$ cat src/rtl/serial_pkg.sv
//------------------------------------------------------------------------------
// serial_pkg : state encodings and default constants for the UART port
// Revision 1.0
//------------------------------------------------------------------------------
`default_nettype none

package serial_pkg;

  localparam int DEF_CLKS_PER_BIT = 434;
  localparam int DEF_RX_DEPTH     = 4;

  typedef enum logic [1:0] {
    TX_IDLE  = 2'd0,
    TX_START = 2'd1,
    TX_DATA  = 2'd2,
    TX_STOP  = 2'd3
  } tx_state_e;

  typedef enum logic [1:0] {
    RX_IDLE  = 2'd0,
    RX_START = 2'd1,
    RX_DATA  = 2'd2,
    RX_STOP  = 2'd3
  } rx_state_e;

endpackage

`default_nettype wire

$ cat src/rtl/serial_rx_fifo.sv
//------------------------------------------------------------------------------
// serial_rx_fifo : first-word-fall-through receive FIFO, head reads 0 when empty
// Revision 1.0
//------------------------------------------------------------------------------
`default_nettype none

module serial_rx_fifo
  import serial_pkg::*;
#(
  parameter int RX_DEPTH = DEF_RX_DEPTH
) (
  input  logic       clock_i,
  input  logic       reset_i,
  input  logic       push_i,
  input  logic [7:0] data_i,
  input  logic       pop_i,
  output logic [7:0] data_o,
  output logic       valid_o,
  output logic       full_o
);

  localparam int PTR_W = $clog2(RX_DEPTH);
  localparam int CNT_W = PTR_W + 1;
  localparam logic [CNT_W-1:0] C_FULL = CNT_W'(RX_DEPTH);

  logic [7:0]       mem_q [RX_DEPTH];
  logic [PTR_W-1:0] wr_ptr_q;
  logic [PTR_W-1:0] rd_ptr_q;
  logic [CNT_W-1:0] count_q;
  logic             do_push;
  logic             do_pop;

  assign valid_o = (count_q != '0);
  assign full_o  = (count_q == C_FULL);
  assign do_pop  = pop_i && valid_o;
  // A pop in the same cycle frees the slot, so a full FIFO still accepts.
  assign do_push = push_i && (!full_o || do_pop);
  assign data_o  = valid_o ? mem_q[rd_ptr_q] : 8'h00;

  always_ff @(posedge clock_i or posedge reset_i) begin
    if (reset_i) begin
      wr_ptr_q <= '0;
      rd_ptr_q <= '0;
      count_q  <= '0;
    end else begin
      if (do_push) wr_ptr_q <= wr_ptr_q + PTR_W'(1);
      if (do_pop)  rd_ptr_q <= rd_ptr_q + PTR_W'(1);
      case ({do_push, do_pop})
        2'b10:   count_q <= count_q + CNT_W'(1);
        2'b01:   count_q <= count_q - CNT_W'(1);
        default: count_q <= count_q;
      endcase
    end
  end

  always_ff @(posedge clock_i) begin
    if (do_push) mem_q[wr_ptr_q] <= data_i;
  end

endmodule

`default_nettype wire

$ cat src/rtl/serial_uart_port.sv
//------------------------------------------------------------------------------
// serial_uart_port : 8N1 UART transmitter and receiver with receive FIFO
// Revision 1.0
//------------------------------------------------------------------------------
`default_nettype none

module serial_uart_port
  import serial_pkg::*;
#(
  parameter int CLKS_PER_BIT = DEF_CLKS_PER_BIT,
  parameter int RX_DEPTH     = DEF_RX_DEPTH
) (
  input  logic       clock,
  input  logic       reset,
  input  logic       s_wren_in,
  input  logic [7:0] s_data_in,
  output logic       s_data_ready_out,
  input  logic       s_rden_in,
  output logic [7:0] s_data_out,
  output logic       s_data_valid_out,
  input  logic       uart_rxd_in,
  output logic       uart_txd_out,
  output logic       rx_overrun_out,
  output logic       rx_frame_err_out
);

  localparam int CNT_W = $clog2(CLKS_PER_BIT + 1);
  localparam logic [CNT_W-1:0] C_BIT_LAST  = CNT_W'(CLKS_PER_BIT - 1);
  localparam logic [CNT_W-1:0] C_HALF_LAST = CNT_W'(CLKS_PER_BIT / 2 - 1);

  tx_state_e        tx_state_q, tx_state_d;
  logic [CNT_W-1:0] tx_cnt_q, tx_cnt_d;
  logic [2:0]       tx_bit_q, tx_bit_d;
  logic [7:0]       tx_shift_q, tx_shift_d;
  logic             txd_q, txd_d;

  rx_state_e        rx_state_q, rx_state_d;
  logic [CNT_W-1:0] rx_cnt_q, rx_cnt_d;
  logic [2:0]       rx_bit_q, rx_bit_d;
  logic [7:0]       rx_shift_q, rx_shift_d;
  logic             rx_meta_q, rx_sync_q;
  logic             rx_push;
  logic             frame_err_q, frame_err_d;
  logic             overrun_q, overrun_d;
  logic             fifo_full;

  assign s_data_ready_out = (tx_state_q == TX_IDLE);
  assign uart_txd_out     = txd_q;
  assign rx_overrun_out   = overrun_q;
  assign rx_frame_err_out = frame_err_q;

  always_ff @(posedge clock or posedge reset) begin
    if (reset) begin
      tx_state_q <= TX_IDLE;
      tx_cnt_q   <= '0;
      tx_bit_q   <= '0;
      tx_shift_q <= '0;
      txd_q      <= 1'b1;
    end else begin
      tx_state_q <= tx_state_d;
      tx_cnt_q   <= tx_cnt_d;
      tx_bit_q   <= tx_bit_d;
      tx_shift_q <= tx_shift_d;
      txd_q      <= txd_d;
    end
  end

  // txd_d is the level for the next bit period, so the line is fully registered.
  always_comb begin
    tx_state_d = tx_state_q;
    tx_cnt_d   = tx_cnt_q;
    tx_bit_d   = tx_bit_q;
    tx_shift_d = tx_shift_q;
    txd_d      = txd_q;
    case (tx_state_q)
      TX_IDLE: begin
        if (s_wren_in) begin
          tx_state_d = TX_START;
          tx_shift_d = s_data_in;
          tx_cnt_d   = '0;
          tx_bit_d   = '0;
          txd_d      = 1'b0;
        end
      end
      TX_START: begin
        if (tx_cnt_q == C_BIT_LAST) begin
          tx_state_d = TX_DATA;
          tx_cnt_d   = '0;
          txd_d      = tx_shift_q[0];
        end else begin
          tx_cnt_d = tx_cnt_q + CNT_W'(1);
        end
      end
      TX_DATA: begin
        if (tx_cnt_q == C_BIT_LAST) begin
          tx_cnt_d = '0;
          if (tx_bit_q == 3'd7) begin
            tx_state_d = TX_STOP;
            txd_d      = 1'b1;
          end else begin
            tx_bit_d   = tx_bit_q + 3'd1;
            tx_shift_d = {1'b0, tx_shift_q[7:1]};
            txd_d      = tx_shift_q[1];
          end
        end else begin
          tx_cnt_d = tx_cnt_q + CNT_W'(1);
        end
      end
      TX_STOP: begin
        if (tx_cnt_q == C_BIT_LAST) begin
          tx_state_d = TX_IDLE;
          tx_cnt_d   = '0;
        end else begin
          tx_cnt_d = tx_cnt_q + CNT_W'(1);
        end
      end
      default: tx_state_d = TX_IDLE;
    endcase
  end

  always_ff @(posedge clock or posedge reset) begin
    if (reset) begin
      rx_meta_q   <= 1'b1;
      rx_sync_q   <= 1'b1;
      rx_state_q  <= RX_IDLE;
      rx_cnt_q    <= '0;
      rx_bit_q    <= '0;
      rx_shift_q  <= '0;
      frame_err_q <= 1'b0;
      overrun_q   <= 1'b0;
    end else begin
      rx_meta_q   <= uart_rxd_in;
      rx_sync_q   <= rx_meta_q;
      rx_state_q  <= rx_state_d;
      rx_cnt_q    <= rx_cnt_d;
      rx_bit_q    <= rx_bit_d;
      rx_shift_q  <= rx_shift_d;
      frame_err_q <= frame_err_d;
      overrun_q   <= overrun_d;
    end
  end

  always_comb begin
    rx_state_d  = rx_state_q;
    rx_cnt_d    = rx_cnt_q;
    rx_bit_d    = rx_bit_q;
    rx_shift_d  = rx_shift_q;
    rx_push     = 1'b0;
    frame_err_d = 1'b0;
    case (rx_state_q)
      RX_IDLE: begin
        if (!rx_sync_q) begin
          rx_state_d = RX_START;
          rx_cnt_d   = '0;
          rx_bit_d   = '0;
        end
      end
      RX_START: begin
        // Mid-start resample; a high line here was only a glitch.
        if (rx_cnt_q == C_HALF_LAST) begin
          rx_cnt_d   = '0;
          rx_state_d = rx_sync_q ? RX_IDLE : RX_DATA;
        end else begin
          rx_cnt_d = rx_cnt_q + CNT_W'(1);
        end
      end
      RX_DATA: begin
        if (rx_cnt_q == C_BIT_LAST) begin
          rx_cnt_d   = '0;
          rx_shift_d = {rx_sync_q, rx_shift_q[7:1]};
          if (rx_bit_q == 3'd7) rx_state_d = RX_STOP;
          else                  rx_bit_d   = rx_bit_q + 3'd1;
        end else begin
          rx_cnt_d = rx_cnt_q + CNT_W'(1);
        end
      end
      RX_STOP: begin
        if (rx_cnt_q == C_BIT_LAST) begin
          rx_cnt_d    = '0;
          rx_state_d  = RX_IDLE;
          rx_push     = rx_sync_q;
          frame_err_d = !rx_sync_q;
        end else begin
          rx_cnt_d = rx_cnt_q + CNT_W'(1);
        end
      end
      default: rx_state_d = RX_IDLE;
    endcase
    overrun_d = rx_push && fifo_full && !(s_rden_in && s_data_valid_out);
  end

  serial_rx_fifo #(
    .RX_DEPTH (RX_DEPTH)
  ) u_rx_fifo (
    .clock_i (clock),
    .reset_i (reset),
    .push_i  (rx_push),
    .data_i  (rx_shift_q),
    .pop_i   (s_rden_in),
    .data_o  (s_data_out),
    .valid_o (s_data_valid_out),
    .full_o  (fifo_full)
  );

endmodule

`default_nettype wire
$ cat config.mk
export PLATFORM = sky130hd
export DESIGN_NAME = serial_uart_port
export DESIGN_NICKNAME = d
export VERILOG_FILES = /design/src/rtl/serial_pkg.sv /design/src/rtl/serial_rx_fifo.sv /design/src/rtl/serial_uart_port.sv
export SDC_FILE = /design/constraint.sdc
export NUM_CORES = 1
export LEC_CHECK = 0
export ABC_AREA = 1
export CORE_ASPECT_RATIO = 2
export CORE_UTILIZATION = 50
export DETAILED_ROUTE_END_ITERATION = 7
export PLACE_DENSITY = 0.69
export SYNTH_ARGS = -nofsm -noshare
export SYNTH_HDL_FRONTEND = slang
export SYNTH_HIERARCHICAL = 1
export SYNTH_SLANG_ARGS = --single-unit
$ cat constraint.sdc
create_clock -name clock -period 2.7 [get_ports clock]
set_input_delay 0.54 -clock clock [delete_from_list [all_inputs] [get_ports clock]]
set_output_delay 0.54 -clock clock [all_outputs]
set_load 0.005 [all_outputs]
==> After elaboration in Yosys (flattened, before gate mapping) <==
Memories as Yosys holds them, arrays and structs flattened.
Cells that the tools add are included.
{ "totals": {"mem_count": 1, "ff_bits": 56, "ramBits": 32, "inputBits": 13} }
{ "classes": {"n_eq_ne": 26, "n_addsub": 8, "n_reduce_logical": 23, "mux": 45} }
{ "memory_table": {"columns": ["memory", "depth", "width", "read_ports", "rd_ports_with_merged_regs", "write_ports", "line_no", "rtl"], "rows": [
  ["u_rx_fifo.mem_q", 4, 8, 1, 0, 1, "serial_rx_fifo.sv:26", "logic [7:0] mem_q [RX_DEPTH];"]
]} }
{ "op_table": {"columns": ["op", "count"], "rows": [
  ["$mux W9", 5],
  ["$mux W8", 4],
  ["$pmux W9 S3", 1],
  ["$ne A2 B2 Y1 const B", 12],
  ["$mux W2", 11],
  ["$add A9 B1 Y9 const B", 2],
  ["$eq A9 B9 Y1 const B", 2],
  ["$mux W3", 6],
  ["$pmux W3 S2", 3],
  ["$pmux W9 S2", 1],
  ["$pmux W2 S4", 2],
  ["$pmux W8 S2", 1],
  ["$reduce_and A4 Y1", 3],
  ["$eq A2 B2 Y1 const B", 5],
  ["$mux W1", 10],
  ["$reduce_and A5 Y1", 2],
  ["$add A3 B1 Y3 const B", 3],
  ["$eq A3 B3 Y1 const B", 3],
  ["$eq A9 B8 Y1 const B", 1],
  ["$eq A2 B1 Y1 const B", 3],
  ["$reduce_bool A2 Y1", 3],
  ["$reduce_bool A3 Y1", 2],
  ["$add A2 B1 Y2 const B", 2],
  ["$logic_and A1 B1 Y1", 4],
  ["8 further kinds", 11]
]} }

==> Logic depth before layout (Yosys ltp) <==
Gate-level depths: netlist (run 1).
{ "depth": {"word_depth": 6, "ltp_mapped": 13, "depth_no_buf": 13} }

==> By module <==
The synthesis (run 1) kept the hierarchy.
{ "by_module_without_submodules": {"columns": ["mod", "cells_per_inst", "seq_area_each_um2", "area_per_inst_um2", "n_inst"], "rows": [
  ["serial_uart_port", 324, 1229.9, 2626.3, 1],
  ["serial_rx_fifo", 150, 1136.1, 1721.7, 1]
]} }

==> Least setup slack after synthesis (run 1) <==
Ideal clock, no wire load.
{ "synth_timing": {"path_type": "reg-to-reg", "start": "reg rx_cnt_q[1]", "end": "mem u_rx_fifo.mem_q[0][0], enable pin", "period_less_slack_ns": 2.315, "arrival_ns": 1.944, "path_buffers": 0, "path_stages_with_launch": 9, "setup_slack_ns": 0.385, "t_required_ns": 2.329, "setup_time_ns": 0.371, "path_cell_list": "dfrtp_1 -> inv_1 -> ha_1 -> nand2_1 -> nor2_1 -> nand2_2 -> nor3_1 -> o21ai_4 -> nor2_1"} }
{ "synth_via": {"elab_chain_len": 6} }
{ "synth_lines": {"columns": ["element", "line_no", "rtl"], "rows": [
  ["start, declared", "serial_uart_port.sv:38", "logic [CNT_W-1:0] rx_cnt_q, rx_cnt_d;"],
  ["start signal, assigned", "serial_uart_port.sv:135", "rx_cnt_q <= rx_cnt_d;"],
  ["$eq A9 B9 Y1", "serial_uart_port.sv:178", "if (rx_cnt_q == C_BIT_LAST) begin"],
  ["$mux W1", "serial_uart_port.sv:178", null],
  ["$mux W1", "serial_uart_port.sv:150", "case (rx_state_q)"],
  ["named net rx_push", "serial_uart_port.sv:42", "logic rx_push;"],
  ["$logic_and A1 B1 Y1", "serial_rx_fifo.sv:37", "assign do_push = push_i && (!full_o || do_pop);"],
  ["$mux W1", "serial_rx_fifo.sv:57", "if (do_push) mem_q[wr_ptr_q] <= data_i;"],
  ["$mux W1 (implied by the code)", "serial_rx_fifo.sv:57", null],
  ["end, declared", "serial_rx_fifo.sv:26", null]
]} }
The timed path passes the listed nets, and every way through them passes these cells.

==> Worst setup path in the final report (run 1) <==
{ "layout_timing": {"start": "reg u_rx_fifo.rd_ptr_q[0]", "end": "out s_data_out[1]"} }
{ "layout_via": {"elab_chain_len": 2} }
{ "layout_lines": {"columns": ["element", "line_no", "rtl"], "rows": [
  ["start, declared", "serial_rx_fifo.sv:28", "logic [PTR_W-1:0] rd_ptr_q;"],
  ["start signal, assigned", "serial_rx_fifo.sv:47", "if (do_pop) rd_ptr_q <= rd_ptr_q + PTR_W'(1);"],
  ["$mem_v2 Z4 W8", null, null],
  ["$mux W8", "serial_rx_fifo.sv:38", "assign data_o = valid_o ? mem_q[rd_ptr_q] : 8'h00;"],
  ["end, declared", "serial_uart_port.sv:19", "output logic [7:0] s_data_out,"]
]} }
No other way between the ends.

==> summary.md, run 1 <==
| Metric | Value |
|---|---|
| Status | finished, final reports clean |
| RD Place Congestion | 0.781 |
| Syn Inst Count | 474 |
| Final net count | 542 |
| Area Growth Syn to Fin | 15.6% |
| Worst Setup End Kind | output pin |
| Cell area after synthesis | 4350 um2 |
| Register Area | 2370 um2 |
| Initial antenna violation count | 0 |
| CTS Buf Count | 9 |
| GRT Residual Overflow | 0 |
| Max cap viols | 0 |
| Pre-CTS setup slack | 0.467 ns |
| Fin cells | 614 |
| Post-CTS setup buffers | 0 |
| Crit-path max FO | 18 |
| TNS Setup | 0 ns |
| Synth area leaders | dfrtp_1 (31%), edfxtp_1 (22%), nand2_1 (10%), ha_1 (4.9%), nor2_1 (4.7%) |
| Met3 Use GR | 0.0391 |
| Vias in the first global route | 3,219 |
| F_max | 407 MHz |
| Pins Over Slew Limit | 0 |
| Reg power frac | 0.386 |
| Synthesized net count | 505 |
| Layout fillers | 706 |
| Row count | 47 |
| Clock share of power | 0.274 |
| RSZ-0062 raised after global routing | no |
| NetSw | 1.51 mW |
| Fin area | 5030 um2 |
| Final ANT Viol Nets | 0 |
| First-pass GRT wire length | 13.5 mm |
| Root Buffer | clkbuf_16 |
| Initial DRC count | 168 |
| Met1 Use GR | 0.179 |
| WS Path Type | reg -> out |
| IO Pins | 26 |
| CTS Buffer Depth | 2 |
| Ys Warns | 6 |
| Initial Util | 0.521 |
| Final Hold Fails | 0 |
| GRT met2 Usage | 0.384 |
| Min cycle time layout | 2.46 ns |
| Top-area cell type share of the netlist area | 0.305 |
| Max_slew headroom | 0.674 |
| DR vias/cell | 5.19 |
| Sw Ratio | 0.343 |
| Sequential fraction of the synthesis area | 0.544 |
| Yosys reg bits | 88 |
| DIE WIDTH | 67.9 um |
| Synth unique cells | 39 |
| Total Wirelength | 7.97 mm |
| GRT Max-Usage Layer | met2 |
| DP HPWL | 5.99 mm |
| Final setup violation count | 0 |
| Mean Syn Cell Area | 9.17 um2 |
| # H-tree levels | 3 |
| Combinational share of power | 0.340 |
| Lkg Pwr | 2.40 nW |
| Area of the multi-input gates | 1710 um2 |
| Layout Utilization | 0.602 |
| Cell total after placement | 598 |
| Post-DR wirelength/cell | 13.0 um |
| CP startpoint kind | register |
| Via Count | 3,188 |
| CTS tree | built |
| Fin Hold WS | 0.355 ns |
| Pwr/cell area | 875 nW/um2 |
| Skew final | 0.00688 ns |
| Core area | 8350 um2 |
| Share of cells above drive strength 1 | 0.107 |
| Total GRT Usage | 0.200 |
| Clock transition at path regs | 0.06 ns |
| Pint | 2.89 mW |
| WP data arrival | 1.92 ns |
| Buffers on Ports | 25 |
| DR pass1 iterations | 4 |
| Worst-Skew Late Latency | 0.34 ns |
| Post-route setup slack | 0.242 ns |
| Tcrit/Tclk final | 0.910 |
| # clock sinks | 88 |
| Design Power | 4.40 mW |
| Worst EP required | 2.16 ns |
| Chip height | 134 um |
| IR Drop Worst-Case VDD | 0.710 mV |
| Worst-Margin Slew | 0.489 ns |
| Placement Cell Area | 4740 um2 |
| Area leader, netlist | dfrtp_1 |
| Largest net degree at the start of global routing | 22 |
| Hold Path Class | reg -> reg |
| DRC Markers | 0 |
| Die area | 9100 um2 |
| Diodes inserted | 0 |
-- cells by family (layout without fill, tap and decap cells) --
| logic type | count (synthesis) | after routing | synth area share |
|---|---|---|---|
| simple gates | 222 | 222 | 0.231 |
| flops | 88 | 88 | 0.544 |
| buf+inv | 64 | 106 | 0.0630 |
| compound gates | 73 | 73 | 0.0907 |
| xor+xnor | 9 | 9 | 0.0181 |
| fa+ha+maj | 18 | 18 | 0.0535 |
-- power by group through the flow --
| stage | Clock, mW | Sequential [mW] | Combinational [mW] |
|---|---|---|---|
| 2_1_floorplan | 0 | 1.66 | 1.17 |
| 3_3_place_gp | 0 | 1.71 | 1.47 |
| 3_5_place_dp | 0 | 1.72 | 1.51 |
| 4_1_cts | 1.23 | 1.70 | 1.52 |
| 5_1_grt | 1.29 | 1.72 | 1.70 |
| 6_report | 1.21 | 1.70 | 1.50 |
-- worst paths after layout --
path / depth (start not counted) / slack, ns / start / end
min: 0 / 0.35 / rx_meta_q / rx_sync_q
max in group asynchronous: 3 / 1.51 / reset / uart_txd_out
max reg2reg: 11 / 0.63 / rx_cnt_q[1] / u_rx_fifo/count_q[1]
min reg2reg: 0 / 0.35 / rx_meta_q / rx_sync_q
min in group asynchronous: 2 / 0.50 / reset / u_rx_fifo/count_q[2]
max: 4 / 0.24 / u_rx_fifo/rd_ptr_q[0] / s_data_out[1]
-- worst max-delay path: stages (launching register included) --
cell and delay [ns]:
dfrtp_2 0.52, inv_2 0.26, o21ai_0 0.14, a21oi_1 0.15, clkdlybuf4s50_1 0.51
-- layout by cell type, fill, tap and decap left out, drive strengths merged --
master and instances:
o22ai 3, buf 8, bufinv 1, nand2 126
clkinv 2, and3 1, nand3b 1, nor3 4
a21oi 13, o21ai 54, fa 1, or2 2
edfxtp 32, clkbuf 11, nor2 61, o21bai 2
xor2 8, dfrtp 53, inv 57, clkinvlp 2
a31oi 1, clkdlybuf4s50 25, xnor2 1, nand4 10
dfstp 3, nand3 17, ha 17
-- registers in the layout (all words and copies together), names as in the netlist, 2 cells and up, named ones only --
register / count
u_rx_fifo/wr_ptr_q: 2
tx_state_q: 2
rx_cnt_q: 9
tx_shift_q: 8
u_rx_fifo/mem_q: 32
u_rx_fifo/count_q: 3
rx_shift_q: 8
tx_bit_q: 3
tx_cnt_q: 9
u_rx_fifo/rd_ptr_q: 2
rx_bit_q: 3
-- layout make-up --
cell class | instances | area share
sequential | 88 | 0.471
multi-input combinational | 322 | 0.340
timing repair buffer | 33 | 0.0642
clock buffer | 11 | 0.0463
inverter | 57 | 0.0431
tap | 98 | 0.0244
clock inverter | 5 | 0.0114
-- routing by layer --
metal	routed length, um	part of all wire
met5	0	0
met4	244	0.031
met3	158	0.020
met2	4740	0.60
met1	2820	0.35
-- Yosys cell counts --
| library cell | instances |
|---|---|
| o21ai_1 | 14 |
| ha_1 | 17 |
| buf_4 | 3 |
| clkbuf_1 | 1 |
| buf_6 | 1 |
| nand2_1 | 117 |
| nand3b_2 | 1 |
| nor3_4 | 1 |
| inv_4 | 1 |
| xnor2_1 | 1 |
| edfxtp_1 | 32 |
| buf_2 | 1 |
| or2_2 | 1 |
| inv_2 | 5 |
| a21oi_1 | 13 |
| o21ai_4 | 1 |
| a31oi_1 | 1 |
| nand4_1 | 10 |
| nand3_1 | 16 |
| nand2_4 | 2 |
| nand2_2 | 7 |
| inv_1 | 51 |
| o22ai_1 | 3 |
| o21ai_0 | 37 |
| buf_8 | 1 |
| o21bai_1 | 2 |
| or2_4 | 1 |
| xor2_1 | 8 |
| nor3_1 | 3 |
| nor2_8 | 1 |
| nand3_4 | 1 |
| fa_1 | 1 |
| and3_1 | 1 |
| nor2_1 | 55 |
| dfstp_2 | 3 |
| nor2_2 | 2 |
| nor2_4 | 3 |
| o21ai_2 | 2 |
| dfrtp_1 | 53 |
-- timing repair --
action,CTS,global route
hold buffers,0,0
endpoints found under the setup margin,0,1
resized for setup,0,1
(Power assumes the default switching activity.)
==> inputs of run 2 (changes only) <==
CAP_MARGIN = 10   (was not set)
==> results of run 2 <==
Same layout as run 1: the final DEF is identical, and so are final timing and power.
